**config.mk**
```make
export PLATFORM = sky130hd
export DESIGN_NAME = multicycle_controller
export DESIGN_NICKNAME = d
export VERILOG_FILES = /design/src/rtl/core_pkg.sv /design/src/rtl/wait_timer.sv /design/src/rtl/multicycle_controller.sv
export SDC_FILE = /design/constraint.sdc
export NUM_CORES = 1
export LEC_CHECK = 0
export ABC_AREA = 1
export BUFFER_PORTS_ARGS = -buffer_cell sky130_fd_sc_hd__buf_2
export CAP_MARGIN = 20
export CORE_ASPECT_RATIO = 1.5
export CORE_MARGIN = 2
export CORE_UTILIZATION = 48
export DETAILED_ROUTE_END_ITERATION = 10
export GPL_TIMING_DRIVEN = 0
export HOLD_SLACK_MARGIN = 0.06
export PLACE_DENSITY = 0.81
export SETUP_SLACK_MARGIN = 0.15
export SLEW_MARGIN = 5
export SYNTH_ARGS = -nofsm -noshare
export SYNTH_HDL_FRONTEND = slang
export SYNTH_SLANG_ARGS = --single-unit
```
**constraint.sdc**
```tcl
create_clock -name clk -period 1.9 [get_ports clk]
set_clock_uncertainty 0.2 [all_clocks]
set_input_delay 0.475 -clock clk [delete_from_list [all_inputs] [get_ports clk]]
set_output_delay 0.475 -clock clk [all_outputs]
set_load 0.05 [all_outputs]
```
**src/rtl/core_pkg.sv**
```systemverilog
// Shared opcode constants, FSM state encoding and decode helpers for the
// multicycle sequencer and the datapath/decoder that reuse them.
package core_pkg;

  localparam logic [6:0] OP_LOAD   = 7'b0000011;
  localparam logic [6:0] OP_STORE  = 7'b0100011;
  localparam logic [6:0] OP_ALU_R  = 7'b0110011;
  localparam logic [6:0] OP_ALU_I  = 7'b0010011;
  localparam logic [6:0] OP_BRANCH = 7'b1100011;
  localparam logic [6:0] OP_LUI    = 7'b0110111;
  localparam logic [6:0] OP_JAL    = 7'b1101111;

  typedef enum logic [2:0] {
    ST_FETCH  = 3'd0,
    ST_DECODE = 3'd1,
    ST_EXEC   = 3'd2,
    ST_MEM    = 3'd3,
    ST_WB     = 3'd4,
    ST_TRAP   = 3'd5
  } state_t;

  function automatic logic opcode_legal(input logic [6:0] op, input logic jal_ok);
    case (op)
      OP_LOAD, OP_STORE, OP_ALU_R, OP_ALU_I, OP_BRANCH, OP_LUI: opcode_legal = 1'b1;
      OP_JAL:  opcode_legal = jal_ok;
      default: opcode_legal = 1'b0;
    endcase
  endfunction

  // Operand B comes from the immediate for everything except R-ALU and branch.
  function automatic logic uses_imm(input logic [6:0] op);
    case (op)
      OP_ALU_I, OP_LOAD, OP_STORE, OP_LUI, OP_JAL: uses_imm = 1'b1;
      default: uses_imm = 1'b0;
    endcase
  endfunction

endpackage

```
**src/rtl/wait_timer.sv**
```systemverilog
// 8-bit handshake wait counter; expired is high while the count sits at limit.
module wait_timer (
  input  logic       clk,
  input  logic       rst_n,
  input  logic       clear,
  input  logic       tick,
  input  logic [7:0] limit,
  output logic       expired
);

  logic [7:0] count_reg;

  always_ff @(posedge clk or negedge rst_n) begin
    if (!rst_n) begin
      count_reg <= '0;
    end else if (clear) begin
      count_reg <= '0;
    end else if (tick && (count_reg != 8'hFF)) begin
      count_reg <= count_reg + 8'd1;
    end
  end

  assign expired = (count_reg == limit);

endmodule

```
**src/rtl/multicycle_controller.sv**
```systemverilog
// Multicycle instruction sequencer: FETCH/DECODE/EXEC/MEM/WB with a sticky
// TRAP for illegal opcodes and memory handshake timeouts.
module multicycle_controller
  import core_pkg::*;
#(
  parameter int TIMEOUT_CYCLES = 15,
  parameter int SUPPORT_JUMP   = 1
) (
  input  logic        clk,
  input  logic        rst_n,
  input  logic [31:0] instr,
  output logic        imem_req,
  input  logic        imem_ack,
  output logic        dmem_req,
  input  logic        dmem_ack,
  input  logic        branch_taken,
  output logic        reg_w_en,
  output logic        dmem_w_en,
  output logic        dmem_alu_sel,
  output logic        reg_imm_sel,
  output logic        ir_en,
  output logic        pc_en,
  output logic        pc_branch_sel,
  output logic        trap,
  output logic        bus_err,
  output logic [2:0]  state
);

  localparam logic [7:0] TIMEOUT_LIMIT = 8'(TIMEOUT_CYCLES);
  localparam logic       JAL_OK        = (SUPPORT_JUMP != 0);

  state_t     state_reg, state_next;
  logic [6:0] opcode_reg;
  logic [2:0] funct3_reg;
  logic       bus_err_reg, bus_err_next;
  logic       timer_clear, timer_tick, timer_expired;

  logic is_load, is_store, is_branch, is_jal;
  assign is_load   = (opcode_reg == OP_LOAD);
  assign is_store  = (opcode_reg == OP_STORE);
  assign is_branch = (opcode_reg == OP_BRANCH);
  assign is_jal    = (opcode_reg == OP_JAL);

  // funct3 is held for the datapath ALU decode; the sequencer never looks at it.
  logic unused_bits;
  assign unused_bits = ^{instr[31:15], instr[11:7], funct3_reg};

  wait_timer u_wait_timer (
    .clk     (clk),
    .rst_n   (rst_n),
    .clear   (timer_clear),
    .tick    (timer_tick),
    .limit   (TIMEOUT_LIMIT),
    .expired (timer_expired)
  );

  always_ff @(posedge clk or negedge rst_n) begin
    if (!rst_n) begin
      state_reg   <= ST_FETCH;
      opcode_reg  <= '0;
      funct3_reg  <= '0;
      bus_err_reg <= 1'b0;
    end else begin
      state_reg   <= state_next;
      bus_err_reg <= bus_err_next;
      if (ir_en) begin
        opcode_reg <= instr[6:0];
        funct3_reg <= instr[14:12];
      end
    end
  end

  always_comb begin
    state_next    = state_reg;
    bus_err_next  = bus_err_reg;
    timer_clear   = 1'b0;
    timer_tick    = 1'b0;
    ir_en         = 1'b0;
    pc_en         = 1'b0;
    pc_branch_sel = 1'b0;
    imem_req      = (state_reg == ST_FETCH);
    dmem_req      = (state_reg == ST_MEM);
    dmem_w_en     = (state_reg == ST_MEM) && is_store;
    reg_w_en      = (state_reg == ST_WB);
    trap          = (state_reg == ST_TRAP);
    reg_imm_sel   = uses_imm(opcode_reg);
    dmem_alu_sel  = !is_load;

    case (state_reg)
      ST_FETCH: begin
        if (imem_ack) begin
          ir_en      = 1'b1;
          state_next = ST_DECODE;
        end else if (timer_expired) begin
          state_next   = ST_TRAP;
          bus_err_next = 1'b1;
        end else begin
          timer_tick = 1'b1;
        end
      end
      ST_DECODE: begin
        state_next = opcode_legal(opcode_reg, JAL_OK) ? ST_EXEC : ST_TRAP;
      end
      ST_EXEC: begin
        if (is_load || is_store) begin
          state_next  = ST_MEM;
          timer_clear = 1'b1;
        end else if (is_branch) begin
          state_next    = ST_FETCH;
          timer_clear   = 1'b1;
          pc_en         = 1'b1;
          pc_branch_sel = branch_taken;
        end else begin
          state_next = ST_WB;
        end
      end
      ST_MEM: begin
        if (dmem_ack) begin
          if (is_store) begin
            state_next  = ST_FETCH;
            timer_clear = 1'b1;
            pc_en       = 1'b1;
          end else begin
            state_next = ST_WB;
          end
        end else if (timer_expired) begin
          state_next   = ST_TRAP;
          bus_err_next = 1'b1;
        end else begin
          timer_tick = 1'b1;
        end
      end
      ST_WB: begin
        state_next    = ST_FETCH;
        timer_clear   = 1'b1;
        pc_en         = 1'b1;
        pc_branch_sel = is_jal;
      end
      ST_TRAP: begin
        state_next = ST_TRAP;
      end
      default: begin
        state_next = ST_FETCH;
      end
    endcase
  end

  assign bus_err = bus_err_reg;
  assign state   = state_reg;

endmodule

```
==> summary.txt, run 1 <==
Yosys
  – Post-Synthesis Cells: 185
  – Dominant cell type by area after synthesis: dfrtp_1
  – Synth area leaders: dfrtp_1, nand2_1, nor2_1
  – Mean post-synth cell area: 6.97 um2
  – Post-synth EDFFs: 0
  – FF+latch count, synth: 19
  – Synth Warn #: 0
  – Mapped Area: 1290 um2
  – Synth Net Count: 223
  – Synth cell types: 29
  – Ys flop type: dfrtp_1
  – Post-synthesis async set-or-reset flop share: 100%
  – Register area share after synthesis: 36.9%
  – Top cell type's share of synthesized area: 36.9%

Setup path
  – Critical path data arrival time: 1.60 ns
  – Critical Path RT: 1.22 ns
  – Crit path kind: flop to primary output
  – FF-to-FF path depth: 13
  – Reg2Reg Setup Slack: -0.01 ns
  – CP Launch Type: flop
  – Max FO, Critical Path: 5
  – FF-to-FF Start: state[0]
  – CP Capture Type: primary output
  – Worst r2r dst: u_wait_timer.count_reg[1]

Drt
  – Via/cell ratio: 5.50
  – Final WL: 4870 um
  – WL/cell: 17.1 um
  – Vias: 1,563
  – # DRC: 0
  – Detailed Route Iter0 Violations: 52
  – TritonRoute pass-1 iters: 4
  – Routed Antenna Nets: 0

Worst hold path
  – Hold_sp: instr[0]
  – Hold path depth: 3
  – Hold WC Path Type: input pin to flop
  – WHS Endpoint: opcode_reg[0]

Clocking
  – Clk_lat worst skew: 0.27 ns
  – Clock root buffer: clkbuf_8
  – CTS tree: yes
  – CTS H-tree lvls: 1
  – Clock Pin Slew Worst Setup and Hold Paths: 0.08 ns
  – Total clock sinks: 19
  – Cts bufs inserted: 3
  – Clock buffer depth: 2

Die
  – CORE AREA: 2620 um2
  – Die area: 3130 um2
  – Row cnt: 23
  – Chip height: 67.5 um
  – Initial Util: 49.3%
  – Die Width: 46.3 um
  – I/O pin count: 51

Finish
  – Area occupied by registers: 487 um2
  – Antenna Cells: 0
  – Share of layout cells above drive strength 1: 52.2%
  – Largest register FFs: 8
  – Nets: 286
  – Area of the multi-input gates: 950 um2
  – Fill cells: 159
  – Layout area overhead: 72.0%

Placed design
  – Gpl congestion: 0.884
  – Dpl ws: -0.302 ns
  – Buffers on Ports: 25
  – DP HPWL: 2410 um

Timing
  – Fin worst setup slack: -0.375 ns
  – Final setup viols: 12
  – Hold Slack: 0.198 ns
  – Part of the cycle the worst path needs: 120%
  – Final min period: 2.28 ns
  – Setup TNS: -2.14 ns
  – Worst Tran Pin Value: 0.464 ns
  – Final hold vios: 0
  – Unrepaired setup endpoints after global routing: true
  – Final max-slew violation count: 0
  – Max Clk Rate: 0.440 GHz
  – Worst slew margin: 69.1%

Pwr
  – Sw Share: 49.1%
  – Clock network power share: 9.6%
  – VDD IR-drop max: 1050 uV
  – Psw: 1530 uW
  – PwrDens: 1400 nW/um2
  – Int Power: 1580 uW
  – Leak: 0.00108 uW
  – Sequential share of power: 22.2%
  – Combinational power share: 68.1%

GRT
  – First-pass GRT wire length: 6870 um
  – Initial antenna violation count: 0
  – Vias in the first global route: 1,569
  – Total Routing Usage GR: 30.8%
  – Grt ovf: 0
  – Largest net degree at the start of global routing: 20

Status
  – Status: finished, violations left
  – Failing checks: negative setup slack

Flow run
  – Max-Cap Viols: 0
cell families (layout without fill, tap and decap cells):
logic type                 after synthesis  count (layout)  share of synthesized area, %
and+or+nand+nor                        116             116                          43.5
buffers and inverters                   30              92                          9.12
DFF                                     19              19                          36.9
AOI/OAI and AO/OA                       17              17                          8.24
xor gates and xnor gates                 2               2                          1.36
adders and majority gates                1               1                         0.970
synth_stat cells (all sizes together) (3+ instances only):
master and n:
inv 27, o21ai 7, a21oi 3, nor2 28, nand3 17, nand2 56, nand4 7, dfrtp 19
nor3 7
per-stage QoR:
| step | total power [uW] | util [%] | area, um2 | std cells |
|---|---|---|---|---|
| after global placement | 1840 | 60.9 | 1600 | 247 |
| after detailed placement | 1860 | 60.9 | 1600 | 247 |
| after CTS | 2800 | 79.3 | 2080 | 279 |
| after global routing | 3240 | 84.7 | 2220 | 284 |
| after floorplan | 1620 | - | 1420 | 185 |
| final | 3110 | 84.7 | 2220 | 284 |
placed cells by master, fill, tap and decap left out, types with 6 or more instances in the layout:
master	netlist	layout
buf_4	1	23
nor2_4	2	8
nor2_1	23	18
buf_6	0	13
inv_1	17	13
nand3_1	14	8
nand3_2	2	7
inv_2	10	7
nand2_1	52	38
nand2_2	2	9
nand2_4	2	6
o21ai_1	6	6
nand4_1	7	7
buf_2	0	13
dfrtp_1	19	14
repair_timing:
action	CTS	global route
setup buffers	27	5
gates resized for setup	55	28
endpoints found under the setup margin	10	22
endpoints found under the hold margin	19	0
hold buffers	1	0
pin swaps	17	12
area by class of cell:
class	count	share of cell area [%]
Buffer	1	0.902
Tap cell	37	2.09
Clock buffer	4	2.03
Inverter	29	6.37
Timing Repair Buffer	58	23.9
Sequential cell	19	21.9
Multi-Input combinational cell	136	42.8
worst max-delay path: stages, from the launching register on:
cell and delay (ns):
dfrtp_1 0.42, inv_2 0.11, nand2_2 0.08, nor2_4 0.16, nand4_1 0.16, nand2_2 0.11
nor2_4 0.04, o41ai_4 0.04, buf_6 0.20
how the worst max path moves through the flow:
| stage | startpoint | cells after the start | slack [ns] | end |
|---|---|---|---|---|
| global placement | state[2] | 6 | -0.29 | pc_branch_sel |
| global route | opcode_reg[2] | 8 | -0.44 | reg_imm_sel |
| CTS | opcode_reg[2] | 7 | -0.30 | reg_imm_sel |
| detailed placement | state[2] | 6 | -0.30 | pc_branch_sel |
| finish | opcode_reg[2] | 8 | -0.38 | reg_imm_sel |
| floorplan | state[2] | 5 | -0.24 | pc_branch_sel |
metal layers:
metal  share of wire [%]  GRT usage, %  up-vias
met1                  36          31.0      753
met4                 4.7          16.1        0
li1                    -             -      722
met2                  56          57.3       63
met3                 3.0          5.08       25
met5                   0             0        -
power groups by stage:
stage	sequential, uW	combinational (uW)	clock [uW]
after floorplan	768	852	0
after global routing	699	2230	312
final	692	2120	299
after detailed placement	711	1150	0
after global placement	701	1140	0
after CTS	677	1830	291
No activity file was read; power rests on OpenSTA's default activity.
==> run 2, diff against run 1 <==
--- a/config.mk
+++ b/config.mk
@@ -6,15 +6,16 @@
 export NUM_CORES = 1
 export LEC_CHECK = 0
 export ABC_AREA = 1
-export BUFFER_PORTS_ARGS = -buffer_cell sky130_fd_sc_hd__buf_2
 export CAP_MARGIN = 20
 export CORE_ASPECT_RATIO = 1.5
 export CORE_MARGIN = 2
-export CORE_UTILIZATION = 48
+export CORE_UTILIZATION = 60
 export DETAILED_ROUTE_END_ITERATION = 10
+export DONT_BUFFER_PORTS = 1
+export GPL_ROUTABILITY_DRIVEN = 0
 export GPL_TIMING_DRIVEN = 0
 export HOLD_SLACK_MARGIN = 0.06
-export PLACE_DENSITY = 0.81
+export PLACE_DENSITY = 0.78
 export SETUP_SLACK_MARGIN = 0.15
 export SLEW_MARGIN = 5
 export SYNTH_ARGS = -nofsm -noshare
==> run 2 against run 1 <==
Effect of this change:
- the flow now stops in 5_1_grt
- area after synthesis did not move
- synthesized cell count did not move
==> summary.txt, run 2 <==
Status
  – Status: aborted with a tool error
  – Exit stage: 5_1_grt
  – Run Error: [ERROR DPL-0033] detailed placement checks failed during check placement.

Placed design
  – Placed inst area: 1450 um2
  – DP HPWL: 2520 um
  – Buffers on Ports: 0

Yosys
  – Post-synth EDFFs: 0
  – Synth area leaders: dfrtp_1, nand2_1, nor2_1
  – Post-synthesis async set-or-reset flop share: 100%
  – Post-Synthesis Cells: 185
  – Mean post-synth cell area: 6.97 um2
  – Mapped Area: 1290 um2
  – Dominant cell type by area after synthesis: dfrtp_1
  – Register area share after synthesis: 36.9%
  – FF+latch count, synth: 19
  – Top-count cell post-synth: nand2_1
  – Top cells by count, synth: nand2_1, nor2_1, dfrtp_1
  – Synth Net Count: 223
  – Ys flop type: dfrtp_1
  – Synth cell types: 29
  – Synth Warn #: 0
  – Top cell type's share of synthesized area: 36.9%

Timing
  – GRT worst endpoint: pc_en
  – Worst-path end type: top-level output

Die
  – Initial Util: 63.6%
  – Chip height: 60.8 um
  – Row cnt: 20
  – I/O pin count: 51
  – Die Width: 41.9 um

Clocking
  – Clock root buffer: clkbuf_4
  – Clock buffer depth: 2
  – CTS H-tree lvls: 1
  – Total clock sinks: 19
  – Cts bufs inserted: 3

GRT
  – Largest net degree at the start of global routing: 20
  – Initial antenna violation count: 0
[run 2: cell counts after synthesis]
Identical to the previous run, type by type.
[run 2: repair_timing]
action / CTS
endpoints found under the setup margin: 21
hold buffers: 1
gates cloned: 1
pin swaps: 14
gates resized for setup: 27
setup buffers: 22
endpoints found under the hold margin: 19
[run 2: metrics by stage]
stage	worst slack (ns)	util [%]	setup TNS, ns	cells
3_5_place_dp	-0.424	71.6	-1.34	207
4_1_cts	-0.543	89.4	-3.81	235
2_1_floorplan	-0.241	-	-0.616	185
3_3_place_gp	-0.375	71.6	-1.13	207
[run 2: kinds of logic after synthesis]
group                    count (synthesis)  synth area share, %
AND/OR/NAND/NOR                        116                 43.5
buffers and inverters                   30                 9.12
flip-flops                              19                 36.9
AO/OA/AOI/OAI                           17                 8.24
XOR/XNOR                                 2                 1.36
adder cells (fa/ha/maj)                  1                0.970
==> run 3, diff against run 2 <==
--- a/config.mk
+++ b/config.mk
@@ -7,16 +7,13 @@
 export LEC_CHECK = 0
 export ABC_AREA = 1
 export CAP_MARGIN = 20
-export CORE_ASPECT_RATIO = 1.5
-export CORE_MARGIN = 2
-export CORE_UTILIZATION = 60
+export CORE_AREA = 2 2 63 65
 export DETAILED_ROUTE_END_ITERATION = 10
+export DIE_AREA = 0 0 65 67
 export DONT_BUFFER_PORTS = 1
 export GPL_ROUTABILITY_DRIVEN = 0
 export GPL_TIMING_DRIVEN = 0
-export HOLD_SLACK_MARGIN = 0.06
-export PLACE_DENSITY = 0.78
-export SETUP_SLACK_MARGIN = 0.15
+export PLACE_DENSITY_LB_ADDON = 0.15
 export SLEW_MARGIN = 5
 export SYNTH_ARGS = -nofsm -noshare
 export SYNTH_HDL_FRONTEND = slang
==> run 3 against run 2 <==
Effect of this change:
- the flow now finishes, with violations (negative setup slack)
==> summary.txt, run 3 (same netlist as run 1, synthesis figures left out) <==
Drt
  – Routed Antenna Nets: 0
  – Detailed Route Iter0 Violations: 45
  – Vias: 1,282
  – # DRC: 0
  – Final WL: 3500 um
  – WL/cell: 13.5 um
  – Via/cell ratio: 4.93
  – TritonRoute pass-1 iters: 4

Clocking
  – Cts bufs inserted: 3
  – CTS H-tree lvls: 1
  – Clock buffer depth: 2
  – CTS tree: yes
  – Clock root buffer: clkbuf_8
  – Clk_lat worst skew: 0.26 ns
  – Total clock sinks: 19
  – Clock Pin Slew Worst Setup and Hold Paths: 0.07 ns

Die
  – Initial Util: 35.8%
  – Row cnt: 22
  – I/O pin count: 51
  – Die area: 4360 um2
  – CORE AREA: 3610 um2
  – Chip height: 67 um
  – Die Width: 65 um

Pwr
  – VDD IR-drop max: 612 uV
  – PwrDens: 1370 nW/um2
  – Leak: 0.000922 uW
  – Pwr Total: 2620 uW

Finish
  – Post-route design area: 1920 um2
  – Antenna Cells: 0
  – Area of the multi-input gates: 930 um2
  – Area occupied by registers: 490 um2
  – Nets: 251
  – Share of layout cells above drive strength 1: 42.5%
  – Most frequent cells in the layout: nand2_1, nor2_1, buf_4
  – Largest register FFs: 8
  – Layout area overhead: 48.5%
  – Fill cells: 348
  – Most common cell after layout, fill and taps aside: nand2_1

Setup path
  – Critical Path RT: 1.22 ns
  – CP Capture Type: primary output
  – Critical path data arrival time: 1.70 ns
  – CP Launch Type: flop
  – Crit path kind: flop to primary output
  – Max FO, Critical Path: 7

Placed design
  – DP HPWL: 2320 um
  – Placed inst area: 1470 um2
  – Dpl ws: -0.423 ns
  – Buffers on Ports: 0

Status
  – Status: finished, violations left
  – Failing checks: negative setup slack

Timing
  – Hold Slack: 0.117 ns
  – Fin worst setup slack: -0.475 ns
  – Setup TNS: -2.78 ns
  – Part of the cycle the worst path needs: 125%
  – Worst slew margin: 37.6%
  – Final max-slew violation count: 0
  – Worst Tran Pin Value: 0.932 ns
  – Final setup viols: 13
  – Final hold vios: 0
  – Unrepaired setup endpoints after global routing: true
  – Max Clk Rate: 0.421 GHz
  – Final min period: 2.38 ns

GRT
  – Met2 Use GR: 30.7%
  – Initial antenna violation count: 0
  – Global routing usage on met1: 21.9%
  – Most Crowded Layer GR: met2
  – First-pass GRT wire length: 5910 um
  – Total Routing Usage GR: 17.9%
  – Grt ovf: 0
  – Vias in the first global route: 1,288
  – Met3 Track Usage GR: 3.55%
  – Largest net degree at the start of global routing: 20

Flow run
  – Max-Cap Viols: 0

Worst hold path
  – Hold WC Path Type: input pin to flop
-- run 3: worst paths after layout --
kind,startpoint,cells past startpoint,slack (ns),endpoint
min reg2reg,opcode_reg[0],2,0.31,opcode_reg[0]
max,state[2],5,-0.48,pc_en
max in group asynchronous,rst_n,1,0.23,state[0]
min in group asynchronous,rst_n,1,0.60,u_wait_timer.count_reg[5]
max reg2reg,state[2],9,-0.04,u_wait_timer.count_reg[1]
min,instr[1],2,0.12,opcode_reg[1]
-- run 3: timing repair --
| item | in CTS | in global routing |
|---|---|---|
| endpoints found under the setup margin | 19 | 23 |
| cloned | 1 | 0 |
| endpoints found under the hold margin | 19 | 0 |
| resized for setup | 30 | 19 |
| hold buffers | 1 | 0 |
| setup buffers | 14 | 7 |
| pin swaps | 11 | 6 |
-- run 3: report_power, final --
part | internal (uW) | switching [uW] | leakage [uW]
Clock | 146 | 145 | 0.0000255
Sequential | 545 | 283 | 0.000241
Combinational | 583 | 918 | 0.000656
-- run 3: layout make-up --
type / instances / share of cell area (%)
clock buffer: 3 / 2.16
buffer: 1 / 1.05
sequential: 19 / 25.6
timing repair buffer: 23 / 11.4
clock inverter: 1 / 0.261
inverter: 29 / 7.84
multi-input combinational: 136 / 48.5
tap: 48 / 3.14
-- run 3: worst max-delay path, cell delays in order (launching register included) --
cell     delay (ns)
dfrtp_4        0.61
nor2_4         0.43
nand3_2        0.13
nand2_2        0.11
inv_4          0.05
nand2_8        0.11
-- run 3: stage by stage --
step                      utilization [%]  instances
after floorplan                         -        185
after global placement               40.8        233
after detailed placement             40.8        233
after CTS                            49.4        253
after global routing                 53.1        260
final                                53.1        260
-- run 3: metal layers --
layer	vias up	wire length [um]	part of all wire, %
li1	658	-	-
met2	28	1740	50
met3	4	144	4.1
met1	592	1570	45
met5	-	0	0
met4	0	48	1.4
==> run 4, diff against run 3 <==
--- a/config.mk
+++ b/config.mk
@@ -8,6 +8,7 @@
 export ABC_AREA = 1
 export CAP_MARGIN = 20
 export CORE_AREA = 2 2 63 65
+export CTS_BUF_LIST = sky130_fd_sc_hd__clkbuf_4
 export DETAILED_ROUTE_END_ITERATION = 10
 export DIE_AREA = 0 0 65 67
 export DONT_BUFFER_PORTS = 1
==> run 4 against run 3 <==
Effect of this change:
- the run still ends with negative setup slack left
- final cell count up 2.3%
- sequential cell count unchanged
- wire length is 3.7% higher
- worst setup slack worse by 0.072 ns
- hold slack lost 0.058 ns
- global-route usage increased by 0.58 points
- register-to-register slack about the same
- sequential share of layout area is 0.59 points lower
- critical path type unchanged
- critical endpoint unchanged
- largest cell class unchanged
- highest routed layer unchanged
==> summary.txt, run 4 (same netlist as run 1, synthesis figures left out) <==
Status
  – Status: finished, violations left
  – Failing checks: negative setup slack

Drt
  – Final WL: 3630 um
  – Via/cell ratio: 5.06
  – # DRC: 0
  – TritonRoute pass-1 iters: 4
  – WL/cell: 13.6 um
  – Detailed Route Iter0 Violations: 68
  – Routed Antenna Nets: 0
  – Vias: 1,345

Timing
  – Max Clk Rate: 0.409 GHz
  – Worst slew margin: 40.3%
  – Setup TNS: -3.49 ns
  – Final hold vios: 0
  – Worst Tran Pin Value: 0.893 ns
  – Unrepaired setup endpoints after global routing: true
  – Final setup viols: 15
  – Part of the cycle the worst path needs: 129%
  – Final min period: 2.45 ns
  – Hold Slack: 0.0586 ns
  – Fin worst setup slack: -0.547 ns
  – Final max-slew violation count: 0

Setup path
  – CP Launch Type: flop
  – Crit-path max cell delay: 0.63 ns
  – FF-to-FF Start: state[2]
  – FF-to-FF path depth: 9
  – Worst r2r dst: u_wait_timer.count_reg[1]
  – Worst Path Buf+Inv: 1
  – Slowest cell on crit path: dfrtp_4
  – Max FO, Critical Path: 7
  – CP Capture Type: primary output
  – Critical Path RT: 1.22 ns
  – Reg2Reg Setup Slack: -0.05 ns
  – Critical path data arrival time: 1.77 ns
  – Crit path kind: flop to primary output
  – Worst path cell trace: nor2_4, nand3_2, nand2_2, inv_4, nand2_8
  – Crit path max-delay family: simple AND/OR/NAND/NOR gates

Die
  – Initial Util: 35.8%
  – CORE AREA: 3610 um2
  – Die area: 4360 um2
  – Row cnt: 22
  – Chip height: 67 um
  – Die Width: 65 um
  – I/O pin count: 51

Clocking
  – CTS tree: yes
  – Cts bufs inserted: 3
  – Clk_lat worst skew: 0.32 ns
  – Clock root buffer: clkbuf_4
  – Clock Pin Slew Worst Setup and Hold Paths: 0.12 ns
  – Clock buffer depth: 2
  – CTS H-tree lvls: 1
  – Total clock sinks: 19

Placed design
  – DP HPWL: 2320 um
  – Placed Cells: 233
  – Placed inst area: 1470 um2
  – Dpl ws: -0.423 ns
  – Buffers on Ports: 0

GRT
  – Initial antenna violation count: 0
  – Total Routing Usage GR: 18.5%
  – First-pass GRT wire length: 6090 um
  – Vias in the first global route: 1,356
  – Grt ovf: 0
  – Largest net degree at the start of global routing: 20

Finish
  – Finished Layout Cells: 266
  – Largest register FFs: 8
  – Most frequent cells in the layout: nand2_1, buf_4, nor2_1
  – Nets: 257
  – Most common cell after layout, fill and taps aside: nand2_1
  – Antenna Cells: 0
  – Share of layout cells above drive strength 1: 45.9%
  – Post-route design area: 1960 um2
  – Layout area overhead: 52.0%

Worst hold path
  – Hold WC Path Type: input pin to flop
  – WHS Endpoint: opcode_reg[0]
  – Hold_sp: instr[0]
  – Hold path depth: 2

Pwr
  – Leak: 0.000956 uW
  – PwrDens: 1350 nW/um2
  – VDD IR-drop max: 682 uV

Flow run
  – Max-Cap Viols: 0
run 4: timing repair:
action	4_1_cts	5_1_grt
hold buffers	1	0
cloned	1	0
buffers inserted	23	4
pin swaps	18	7
endpoints found under the hold margin	19	0
endpoints found under the setup margin	18	22
resized for setup	36	20
run 4: worst register-to-register path: cells and delay by family (launching register included):
family / cells / cell delay, ns
buffers and inverters: 2 / 0.15
flip-flops: 1 / 0.63
AND/OR/NAND/NOR: 7 / 0.94
run 4: metrics by stage:
stage,util (%),total power [uW]
6_report,54.4,2650
5_1_grt,54.4,2820
4_1_cts,51.2,2470
3_5_place_dp,40.8,1740
3_3_place_gp,40.8,1730
2_1_floorplan,-,1590
run 4: worst max-delay path by stage:
stage,start,to,slack [ns],cells after the start
CTS,state[0],pc_en,-0.53,6
global route,state[2],pc_en,-0.59,5
floorplan,opcode_reg[0],reg_imm_sel,-0.24,6
global placement,state[2],pc_branch_sel,-0.38,5
finish,state[2],pc_en,-0.55,5
detailed placement,opcode_reg[0],reg_imm_sel,-0.42,6
run 4: cell type report:
cell class,instances,area [um2]
Inverter,29,156
Tap cell,48,60.1
Sequential cell,19,490
Clock inverter,1,5.00
Timing Repair Buffer,29,260
Buffer,1,20.0
Multi-Input combinational cell,136,946
Fill cell,332,1650
Clock buffer,3,22.5
run 4: power breakdown:
group	internal [uW]	leakage, uW	switching (uW)	total [uW]
Clock	79.0	0.0000177	143	222
Combinational	634	0.000697	956	1590
Sequential	544	0.000241	292	836
run 4: metal layers:
metal  part of all wire (%)  routed length [um]  GRT usage [%]  up-vias
met3                    5.2                 189           3.55       11
met1                     43                1560           22.4      622
li1                       -                   -              -      671
met5                      0                   0              0        -
met2                     49                1770           30.8       41
met4                    3.1                 114           10.4        0
